**config.mk**
```make
export PLATFORM = sky130hd
export DESIGN_NAME = dac_write_scheduler_flat
export DESIGN_NICKNAME = d
export VERILOG_FILES = /design/src/rtl/Subsystem_pkg.sv /design/src/rtl/dac_write_scheduler_if.sv /design/src/rtl/dac_write_scheduler.sv /design/src/flat_wrapper.sv
export SDC_FILE = /design/constraint.sdc
export NUM_CORES = 1
export LEC_CHECK = 0
export ABC_CLOCK_PERIOD_IN_PS = 6670
export BUFFER_PORTS_ARGS = -buffer_cell sky130_fd_sc_hd__buf_2
export CAP_MARGIN = 20
export CORE_MARGIN = 4
export CORE_UTILIZATION = 53
export DETAILED_ROUTE_END_ITERATION = 10
export GPL_ROUTABILITY_DRIVEN = 0
export PLACE_DENSITY = 0.83
export SLEW_MARGIN = 10
export SYNTH_ARGS = -nofsm -noshare
export SYNTH_HDL_FRONTEND = slang
export SYNTH_SLANG_ARGS = --single-unit
```
**constraint.sdc**
```tcl
create_clock -name clk_in -period 6.67 [get_ports clk_in]
set_clock_uncertainty 0.2 [all_clocks]
set_input_delay 0.667 -clock clk_in [delete_from_list [all_inputs] [get_ports clk_in]]
set_output_delay 0.667 -clock clk_in [all_outputs]
set_load 0.005 [all_outputs]
```
**src/rtl/Subsystem_pkg.sv**
```systemverilog
// Shared types and default timing for the DAC write scheduler.
// Phase lengths are in clk_in cycles; the state enum is the scheduler's phase list.
package Subsystem_pkg;

  typedef logic signed [11:0] vector_of_signed_logic_12;

  localparam int unsigned N_CHANNELS            = 8;
  localparam int unsigned N_SLOTS               = 4;
  localparam int unsigned SETUP_CYCLES_DEFAULT  = 8;
  localparam int unsigned STROBE_CYCLES_DEFAULT = 4;
  localparam int unsigned HOLD_CYCLES_DEFAULT   = 4;

  typedef enum logic [2:0] {
    IDLE,
    SETUP_B,
    STROBE_B,
    HOLD_B,
    SETUP_A,
    STROBE_A,
    HOLD_A,
    DONE
  } sched_state_e;

endpackage

```
**src/rtl/dac_write_scheduler_if.sv**
```systemverilog
// Request/data bundle between a DAC sequencer client and the write scheduler.
// slave = scheduler side, master = requester side.
interface dac_write_scheduler_if;
  import Subsystem_pkg::*;

  logic                     start;
  logic                     wr_enable;
  vector_of_signed_logic_12 DAC_out [0:N_CHANNELS-1];
  vector_of_signed_logic_12 DAC_out_4_slots [0:N_SLOTS-1];
  logic [7:0]               wr_ch0;
  logic [7:0]               wr_ch1;
  logic                     busy;
  logic                     done;
  logic [7:0]               drop_count;

  modport slave (
    input  start, wr_enable, DAC_out,
    output DAC_out_4_slots, wr_ch0, wr_ch1, busy, done, drop_count
  );

  modport master (
    output start, wr_enable, DAC_out,
    input  DAC_out_4_slots, wr_ch0, wr_ch1, busy, done, drop_count
  );

endinterface

```
**src/rtl/dac_write_scheduler.sv**
```systemverilog
// Writes 8 DAC channels over a 4-slot bus: odd bank (wr_ch1) then even bank (wr_ch0), setup/strobe/hold each.
// Outputs registered, sequence is 2*(S+T+H)+1 cycles; one start queues while busy, further starts count as drops.
module dac_write_scheduler
  import Subsystem_pkg::*;
#(
  parameter int unsigned SETUP_CYCLES  = SETUP_CYCLES_DEFAULT,
  parameter int unsigned STROBE_CYCLES = STROBE_CYCLES_DEFAULT,
  parameter int unsigned HOLD_CYCLES   = HOLD_CYCLES_DEFAULT
) (
  input  logic                  clk_in,
  input  logic                  reset_n,
  dac_write_scheduler_if.slave  bus
);

  sched_state_e             state_q, state_d;
  logic [7:0]               cnt_q, cnt_d;
  logic                     pending_q, pending_d;
  logic [7:0]               drop_q, drop_d;
  logic                     take_snap;
  logic                     drop_req;
  logic                     enter_a;
  vector_of_signed_logic_12 snap_q [0:N_CHANNELS-1];
  logic                     snap_en_q;
  vector_of_signed_logic_12 slots_q [0:N_SLOTS-1];
  logic [7:0]               wr_ch0_q, wr_ch1_q;
  logic                     busy_q, done_q;

  function automatic logic [7:0] phase_reload(sched_state_e s);
    case (s)
      SETUP_B, SETUP_A:   phase_reload = 8'(SETUP_CYCLES - 1);
      STROBE_B, STROBE_A: phase_reload = 8'(STROBE_CYCLES - 1);
      HOLD_B, HOLD_A:     phase_reload = 8'(HOLD_CYCLES - 1);
      default:            phase_reload = 8'd0;
    endcase
  endfunction

  always_comb begin
    state_d   = state_q;
    pending_d = pending_q;
    drop_d    = drop_q;
    cnt_d     = cnt_q;
    take_snap = 1'b0;
    drop_req  = 1'b0;
    case (state_q)
      IDLE: begin
        if (bus.start) begin
          state_d   = SETUP_B;
          take_snap = 1'b1;
        end
      end
      DONE: begin
        // A queued start, or one arriving now, is serviced without dropping busy.
        if (pending_q || bus.start) begin
          state_d   = SETUP_B;
          take_snap = 1'b1;
          pending_d = pending_q && bus.start;
        end else begin
          state_d = IDLE;
        end
      end
      default: begin
        if (cnt_q == 8'd0) begin
          case (state_q)
            SETUP_B:  state_d = STROBE_B;
            STROBE_B: state_d = HOLD_B;
            HOLD_B:   state_d = SETUP_A;
            SETUP_A:  state_d = STROBE_A;
            STROBE_A: state_d = HOLD_A;
            default:  state_d = DONE;
          endcase
        end
        if (bus.start) begin
          if (!pending_q) pending_d = 1'b1;
          else            drop_req  = 1'b1;
        end
      end
    endcase
    if (drop_req && drop_q != 8'hFF) drop_d = drop_q + 8'd1;
    if (state_d != state_q || take_snap) cnt_d = phase_reload(state_d);
    else if (cnt_q != 8'd0)              cnt_d = cnt_q - 8'd1;
  end

  assign enter_a = (state_q == HOLD_B) && (state_d == SETUP_A);

  always_ff @(posedge clk_in or negedge reset_n) begin
    if (!reset_n) begin
      state_q   <= IDLE;
      cnt_q     <= 8'd0;
      pending_q <= 1'b0;
      drop_q    <= 8'd0;
      snap_en_q <= 1'b0;
      wr_ch0_q  <= 8'h00;
      wr_ch1_q  <= 8'h00;
      busy_q    <= 1'b0;
      done_q    <= 1'b0;
      for (int i = 0; i < N_CHANNELS; i++) snap_q[i] <= '0;
      for (int i = 0; i < N_SLOTS; i++)    slots_q[i] <= '0;
    end else begin
      state_q   <= state_d;
      cnt_q     <= cnt_d;
      pending_q <= pending_d;
      drop_q    <= drop_d;
      busy_q    <= (state_d != IDLE);
      done_q    <= (state_d == DONE);
      wr_ch1_q  <= (state_d == STROBE_B && snap_en_q) ? 8'hFF : 8'h00;
      wr_ch0_q  <= (state_d == STROBE_A && snap_en_q) ? 8'hFF : 8'h00;
      if (take_snap) begin
        snap_en_q <= bus.wr_enable;
        for (int i = 0; i < N_CHANNELS; i++) snap_q[i] <= bus.DAC_out[i];
        // Odd bank goes out first, straight from the inputs being snapshotted.
        for (int i = 0; i < N_SLOTS; i++) slots_q[i] <= bus.DAC_out[2*i+1];
      end else if (enter_a) begin
        for (int i = 0; i < N_SLOTS; i++) slots_q[i] <= snap_q[2*i];
      end
    end
  end

  assign bus.DAC_out_4_slots = slots_q;
  assign bus.wr_ch0          = wr_ch0_q;
  assign bus.wr_ch1          = wr_ch1_q;
  assign bus.busy            = busy_q;
  assign bus.done            = done_q;
  assign bus.drop_count      = drop_q;

endmodule
```
**src/flat_wrapper.sv**
```systemverilog
// flat-port wrapper written by rule: the top's interface ports become plain ports
module dac_write_scheduler_flat import Subsystem_pkg::*;
#(
  parameter int unsigned SETUP_CYCLES  = SETUP_CYCLES_DEFAULT,
  parameter int unsigned STROBE_CYCLES = STROBE_CYCLES_DEFAULT,
  parameter int unsigned HOLD_CYCLES   = HOLD_CYCLES_DEFAULT
)
  (clk_in, reset_n, bus_start, bus_wr_enable, bus_DAC_out, bus_DAC_out_4_slots, bus_wr_ch0, bus_wr_ch1, bus_busy, bus_done, bus_drop_count);
  dac_write_scheduler_if bus_i ();
  input  logic clk_in;
  input  logic reset_n;
  input wire logic [$bits(bus_i.start)-1:0] bus_start;
  input wire logic [$bits(bus_i.wr_enable)-1:0] bus_wr_enable;
  input wire logic [$bits(bus_i.DAC_out)-1:0] bus_DAC_out;
  output wire logic [$bits(bus_i.DAC_out_4_slots)-1:0] bus_DAC_out_4_slots;
  output wire logic [$bits(bus_i.wr_ch0)-1:0] bus_wr_ch0;
  output wire logic [$bits(bus_i.wr_ch1)-1:0] bus_wr_ch1;
  output wire logic [$bits(bus_i.busy)-1:0] bus_busy;
  output wire logic [$bits(bus_i.done)-1:0] bus_done;
  output wire logic [$bits(bus_i.drop_count)-1:0] bus_drop_count;
  assign bus_i.start = bus_start;
  assign bus_i.wr_enable = bus_wr_enable;
  assign bus_i.DAC_out = {>>{bus_DAC_out}};
  assign bus_DAC_out_4_slots = {>>{bus_i.DAC_out_4_slots}};
  assign bus_wr_ch0 = bus_i.wr_ch0;
  assign bus_wr_ch1 = bus_i.wr_ch1;
  assign bus_busy = bus_i.busy;
  assign bus_done = bus_i.done;
  assign bus_drop_count = bus_i.drop_count;
  dac_write_scheduler #(.SETUP_CYCLES(SETUP_CYCLES), .STROBE_CYCLES(STROBE_CYCLES), .HOLD_CYCLES(HOLD_CYCLES)) u_core (.clk_in(clk_in), .reset_n(reset_n), .bus(bus_i));
endmodule
```
Word-level counts from Yosys, hierarchy flattened
Cells that the tools add are included.
Widths: inputs -> output; s select.
- logic and storage cells: 75
- bits of input ports: 100
- memories: 0
- flip-flop bits (word level): 135
- memory bits (writable): 0
- latch bits: 0
- output and inout bits: 74
- ROM bits: 0
- muxes and demuxes: 21
- bitwise logic cells: 1
- eq/ne operators: 16
- divide/modulo/power cells: 0
- multipliers: 0
- shift operators: 0
- magnitude comparators: 0
- reduce and logical (&&, ||, !) cells: 18
- add/sub/neg operators: 2
- operator list (operator ; number):
    $mux 48 ; 2
    $mux 8 ; 4
    $eq 3x3->1 const B ; 7
    $pmux 3 s5 ; 1
    $eq 3x2->1 const B ; 4
    $pmux 3 s2 ; 2
    $add 8x1->8 const B ; 1
    $logic_not 8->1 ; 1
    $mux 1 ; 8
    $ne 8x8->1 const B ; 1
    $reduce_bool 8->1 ; 1
    $sub 8x1->8 const B ; 1
    $eq 3x1->1 const B ; 2
    $mux 3 ; 2
    $reduce_bool 2->1 ; 3
    $logic_and 1x1->1 ; 5
    $pmux 1 s2 ; 2
    $reduce_or 2->1 ; 2
    $reduce_or 4->1 ; 1
    $logic_not 3->1 ; 1
    $ne 3x3->1 ; 1
    $reduce_and 3->1 ; 1
    $reduce_bool 3->1 ; 1
    $logic_or 1x1->1 ; 2
    other kinds (2) ; 2

Logic depth before layout (Yosys ltp)
- depth after elaboration: 8
- depth in mapped cells: 9
- mapped depth without buffers: 6

Worst setup path before layout
No wires, ideal clock.
- path kind: input to register
- from: input port bus_start
- to: register u_core.slots_q (netlist bit u_core.bus.DAC_out_4_slots[0])
- buffers on the path: 3
- required time: 6.337 ns
- cell stages on the path: 7
- slack: 4.212 ns
- arrival: 2.125 ns
- setup time: 0.133 ns
- cells stage by stage: or2_2 -> a21o_1 -> clkbuf_1 -> o2bb2ai_1 -> clkbuf_1 -> clkbuf_1 -> a21oi_1
- cells in the longest elaborated chain, start to end: 6
- elaborated cells on any way between the ends: 11
- classes of those cells: eq/ne: 1; mux: 7; reduce/logical: 3
- ends and longest elaborated chain (item ; RTL line ; source):
    from (decl) ; flat_wrapper.sv:12 ; input wire logic [$bits(bus_i.start)-1:0] bus_start;
    $logic_or 1x1->1 ; dac_write_scheduler.sv:53 ; if (pending_q || bus.start) begin
    $mux 1 ; dac_write_scheduler.sv:53 ;
    $pmux 3 s2 ; dac_write_scheduler.sv:44 ; case (state_q)
    $eq 3x3->1 ; dac_write_scheduler.sv:83 ; assign enter_a = (state_q == HOLD_B) && (state_d == SETUP_A);
    $logic_and 1x1->1 ; dac_write_scheduler.sv:83 ;
    $reduce_bool 2->1 (no source line) ; -- ;
    to (decl) ; dac_write_scheduler.sv:24 ; vector_of_signed_logic_12 slots_q [0:N_SLOTS-1];
Several ways; a longest one is shown, not always the timed one.
A chain may end at the register's enable or synchronous reset.

Worst setup path after layout
- from: register u_core.cnt_q[0]
- to: register u_core.slots_q (netlist bit u_core.bus.DAC_out_4_slots[29])
- cells in the longest elaborated chain, start to end: 6
- ends and longest elaborated chain (item ; RTL line ; source):
    from (decl) ; dac_write_scheduler.sv:16 ; logic [7:0] cnt_q, cnt_d;
    from (signal assigned) ; dac_write_scheduler.sv:100 ; cnt_q <= cnt_d;
    $logic_not 8->1 ; dac_write_scheduler.sv:62 ; if (cnt_q == 8'd0) begin
    $mux 3 ; dac_write_scheduler.sv:62 ;
    $pmux 3 s2 ; dac_write_scheduler.sv:44 ;
    $eq 3x3->1 ; dac_write_scheduler.sv:83 ;
    $logic_and 1x1->1 ; dac_write_scheduler.sv:83 ;
    $reduce_bool 2->1 (no source line) ; -- ;
Every way passes these cells.

==> run metrics <==
chip height=~110 um; first-pass GRT wire length=20,250 um; Max Slew Vio Count=0; Min-Delay Path Class=primary input to async pin; clk_lat worst skew=0.51 ns; critical path class=flop to flop; ANT cells=0; pin count of the biggest net entering global routing=70; ys async rst share=1.000; R2R Path End=u_core.bus.DAC_out_4_slots[29]; drt via density=~5.2; # clock sinks=about 120; cts hold-fix bufs=0; top cells by area, synth=dfrtp_1 (57%), nand2_1 (11%), a21oi_1 (5.5%); Critical Path Sink Type=flop; pre-CTS setup slack=between 3 and 4 ns; Tcrit/Tclk final=0.4666; Compound-Gate Fraction of Synth Area=0.1492; Worst Path Max Fanout=49; register bit total from synthesis=between 100 and 150; worst vdd ir=around 0.00021 V; GR Layer Usage met1=0.2776; Final Util=0.6884; Worst EP arrival=roughly 3.3 ns; sequential fraction of the synthesis area=0.5721; number of fill cells in the layout=approximately 780; Slew @ Worst Pin=around 1 ns; syn_nets=roughly 670; Vias=between 4,000 and 5,000; Startpoint Class=flop; RSZ-0062 raised after global routing=no; Synth cell types=45; Final Critical Period=around 3.1 ns; initial core utilization=0.5440; r2r setup slk=about 3.6 ns; Num CTS Buffers=17; FF-to-FF path depth=6; number of setup buffers added after CTS=0; grt ovf=0; dpl hpwl=8598 um; Post-route DRC=0; Ys Warns=0; setup_tns=0 ns; Cell Rows=36; CP required=around 6.9 ns; largest family of logic cells by synthesized area=simple AND/OR/NAND/NOR gates; Pleak=between 3 and 4 nW; gr usage total=0.2200; area leader, netlist=dfrtp_1; WL final=roughly 13,000 um; global route hottest layer=met2; top achievable clock speed=roughly 320 MHz; pwr dens=between 400 and 500 mW/mm2; most common cell in the netlist=nand2_1; post-synthesis xor/xnor area fraction=0.01655; Slew HR=0.3303; initial DRC count=300; met2 usage=0.3690; number of global-route vias before repair=4,358; total of max-cap violations=0; layout cells sized above 1=0.3100; P&R area growth vs syn=26.55%; Post-synth EDFFs=0; CTS root buf=clkbuf_8; post-synthesis mux area share=0.004019; drt pass-1 iters=5; worst flop-to-flop path startpoint=u_core.cnt_q[0]; Final setup viols=0; Post-Synth Simple-Gate Area=0.1695; met3 GRT Util=0.05493; clock tree buffer depth=2; die width=107.9 um; Synth Area per Inst=between 9 and 10 um2; Nets=between 800 and 900; commonest cells in the netlist=nand2_1 (161), dfrtp_1 (121), a21oi_1 (58), inv_1 (51), o22ai_1 (39); initial antenna violation count=0; input/output buffers=approximately 170; status=finished clean; top-area cell type share of the netlist area=0.5721; Post-Syn Area=~0.0053 mm2; Final WS setup=roughly 3.6 ns; Final ANT Viol Nets=0; die area=around 0.012 mm2; adder-cell area share of the yosys netlist=0.007092; H-Tree Depth=4; CTS resizes=0; Ports=about 170; Synth Flop Type=dfrtp_1; CTS tree=built; Core Region=around 0.0097 mm2; Final Hold Fails=0; Clock transition at path regs=around 0.06 ns; Mapped Cells=566; DR WL/cell=14.81 um
-- final cells by class --
class / instances / area, um2 / area share
flip-flops and latches: 121 / 3028 / 0.4521
multi-input cells: 349 / 1866 / 0.2785
repair buffers: 176 / 903.4 / 0.1349
clock buffers: 18 / 427.9 / 0.06389
inverters: 51 / 191.4 / 0.02858
well taps: 133 / 166.4 / 0.02485
clock inverters: 14 / 115.1 / 0.01719
-- worst max-delay path by stage --
stage	slack (ns)	startpoint	end	cells after the start
floorplan	4.21	bus_start	u_core.bus.DAC_out_4_slots[0]	7
global placement	3.43	bus_start	u_core.bus.DAC_out_4_slots[35]	5
detailed placement	3.29	bus_start	u_core.bus.DAC_out_4_slots[36]	5
CTS	3.47	u_core.state_q[0]	u_core.bus.DAC_out_4_slots[16]	4
global route	3.38	u_core.cnt_q[0]	u_core.bus.DAC_out_4_slots[21]	6
finish	3.56	u_core.cnt_q[0]	u_core.bus.DAC_out_4_slots[29]	6
-- cell usage in the layout, fill, tap and decap left out, types with 3 or more instances in the layout --
master and n:
xnor2_1 6, or3_1 4, nor3b_1 3, o22ai_1 39, o22ai_2 9, buf_4 3, clkinvlp_4 5, nor4_1 5
nand3_1 5, inv_1 51, xor2_1 4, dfrtp_1 121, nor2_1 13, and3_1 3, nor3_1 5, inv_6 5
nand2_1 161, clkbuf_16 16, a21oi_1 57, ha_1 3, buf_2 172
-- metal layers --
| layer | up-vias | wire length [um] |
|---|---|---|
| met3 | 21 | 825 |
| met5 | - | 0 |
| met2 | 183 | 6560 |
| li1 | 2184 | - |
| met4 | 0 | 256 |
| met1 | 2121 | 5126 |
-- metrics by stage --
stage          instances  total power [W]  cell area, um2  hold WS (ns)
6_report             862         0.002967            6698       0.06231
5_1_grt              862         0.003175            6698        0.1193
4_1_cts              861         0.002982            6678       0.08188
3_5_place_dp         829         0.002144            6135        0.2565
3_3_place_gp         829         0.002084            6135        0.2496
2_1_floorplan        566         0.001794            5293        0.1714
-- worst max-delay path, stage by stage (launching register included) --
cell and delay, ns:
dfrtp_1 0.37, inv_1 0.11, ha_1 0.22, or3b_2 0.52, or4_2 1.13, o22ai_1 0.34
a21oi_1 0.06
-- power by group --
part | internal, W | leakage [nW] | switching [W]
Combinational | 0.000385 | 1.81 | 0.000476
Clock | 0.000474 | 0.253 | 0.000351
Sequential | 0.00105 | 1.52 | 0.000229
-- kinds of logic after synthesis --
family          Yosys count
simple gates            210
compound gates          124
flops                   121
buf+inv                  96
xor+xnor                 10
fa+ha+maj                 3
mux                       2
-- registers in the layout, indices dropped and copies added (netlist names) --
| signal | count |
|---|---|
| u_core.bus.wr_ch0 | 1 |
| u_core.bus.DAC_out_4_slots | 48 |
| u_core.state_q | 3 |
| u_core.bus.drop_count | 8 |
| u_core.bus.busy | 1 |
| u_core.pending_q | 1 |
| u_core.snap_en_q | 1 |
| u_core.bus.wr_ch1 | 1 |
| u_core.bus.done | 1 |
| u_core.snap_q | 48 |
| u_core.cnt_q | 8 |
Power figures use the tool's default switching activity.
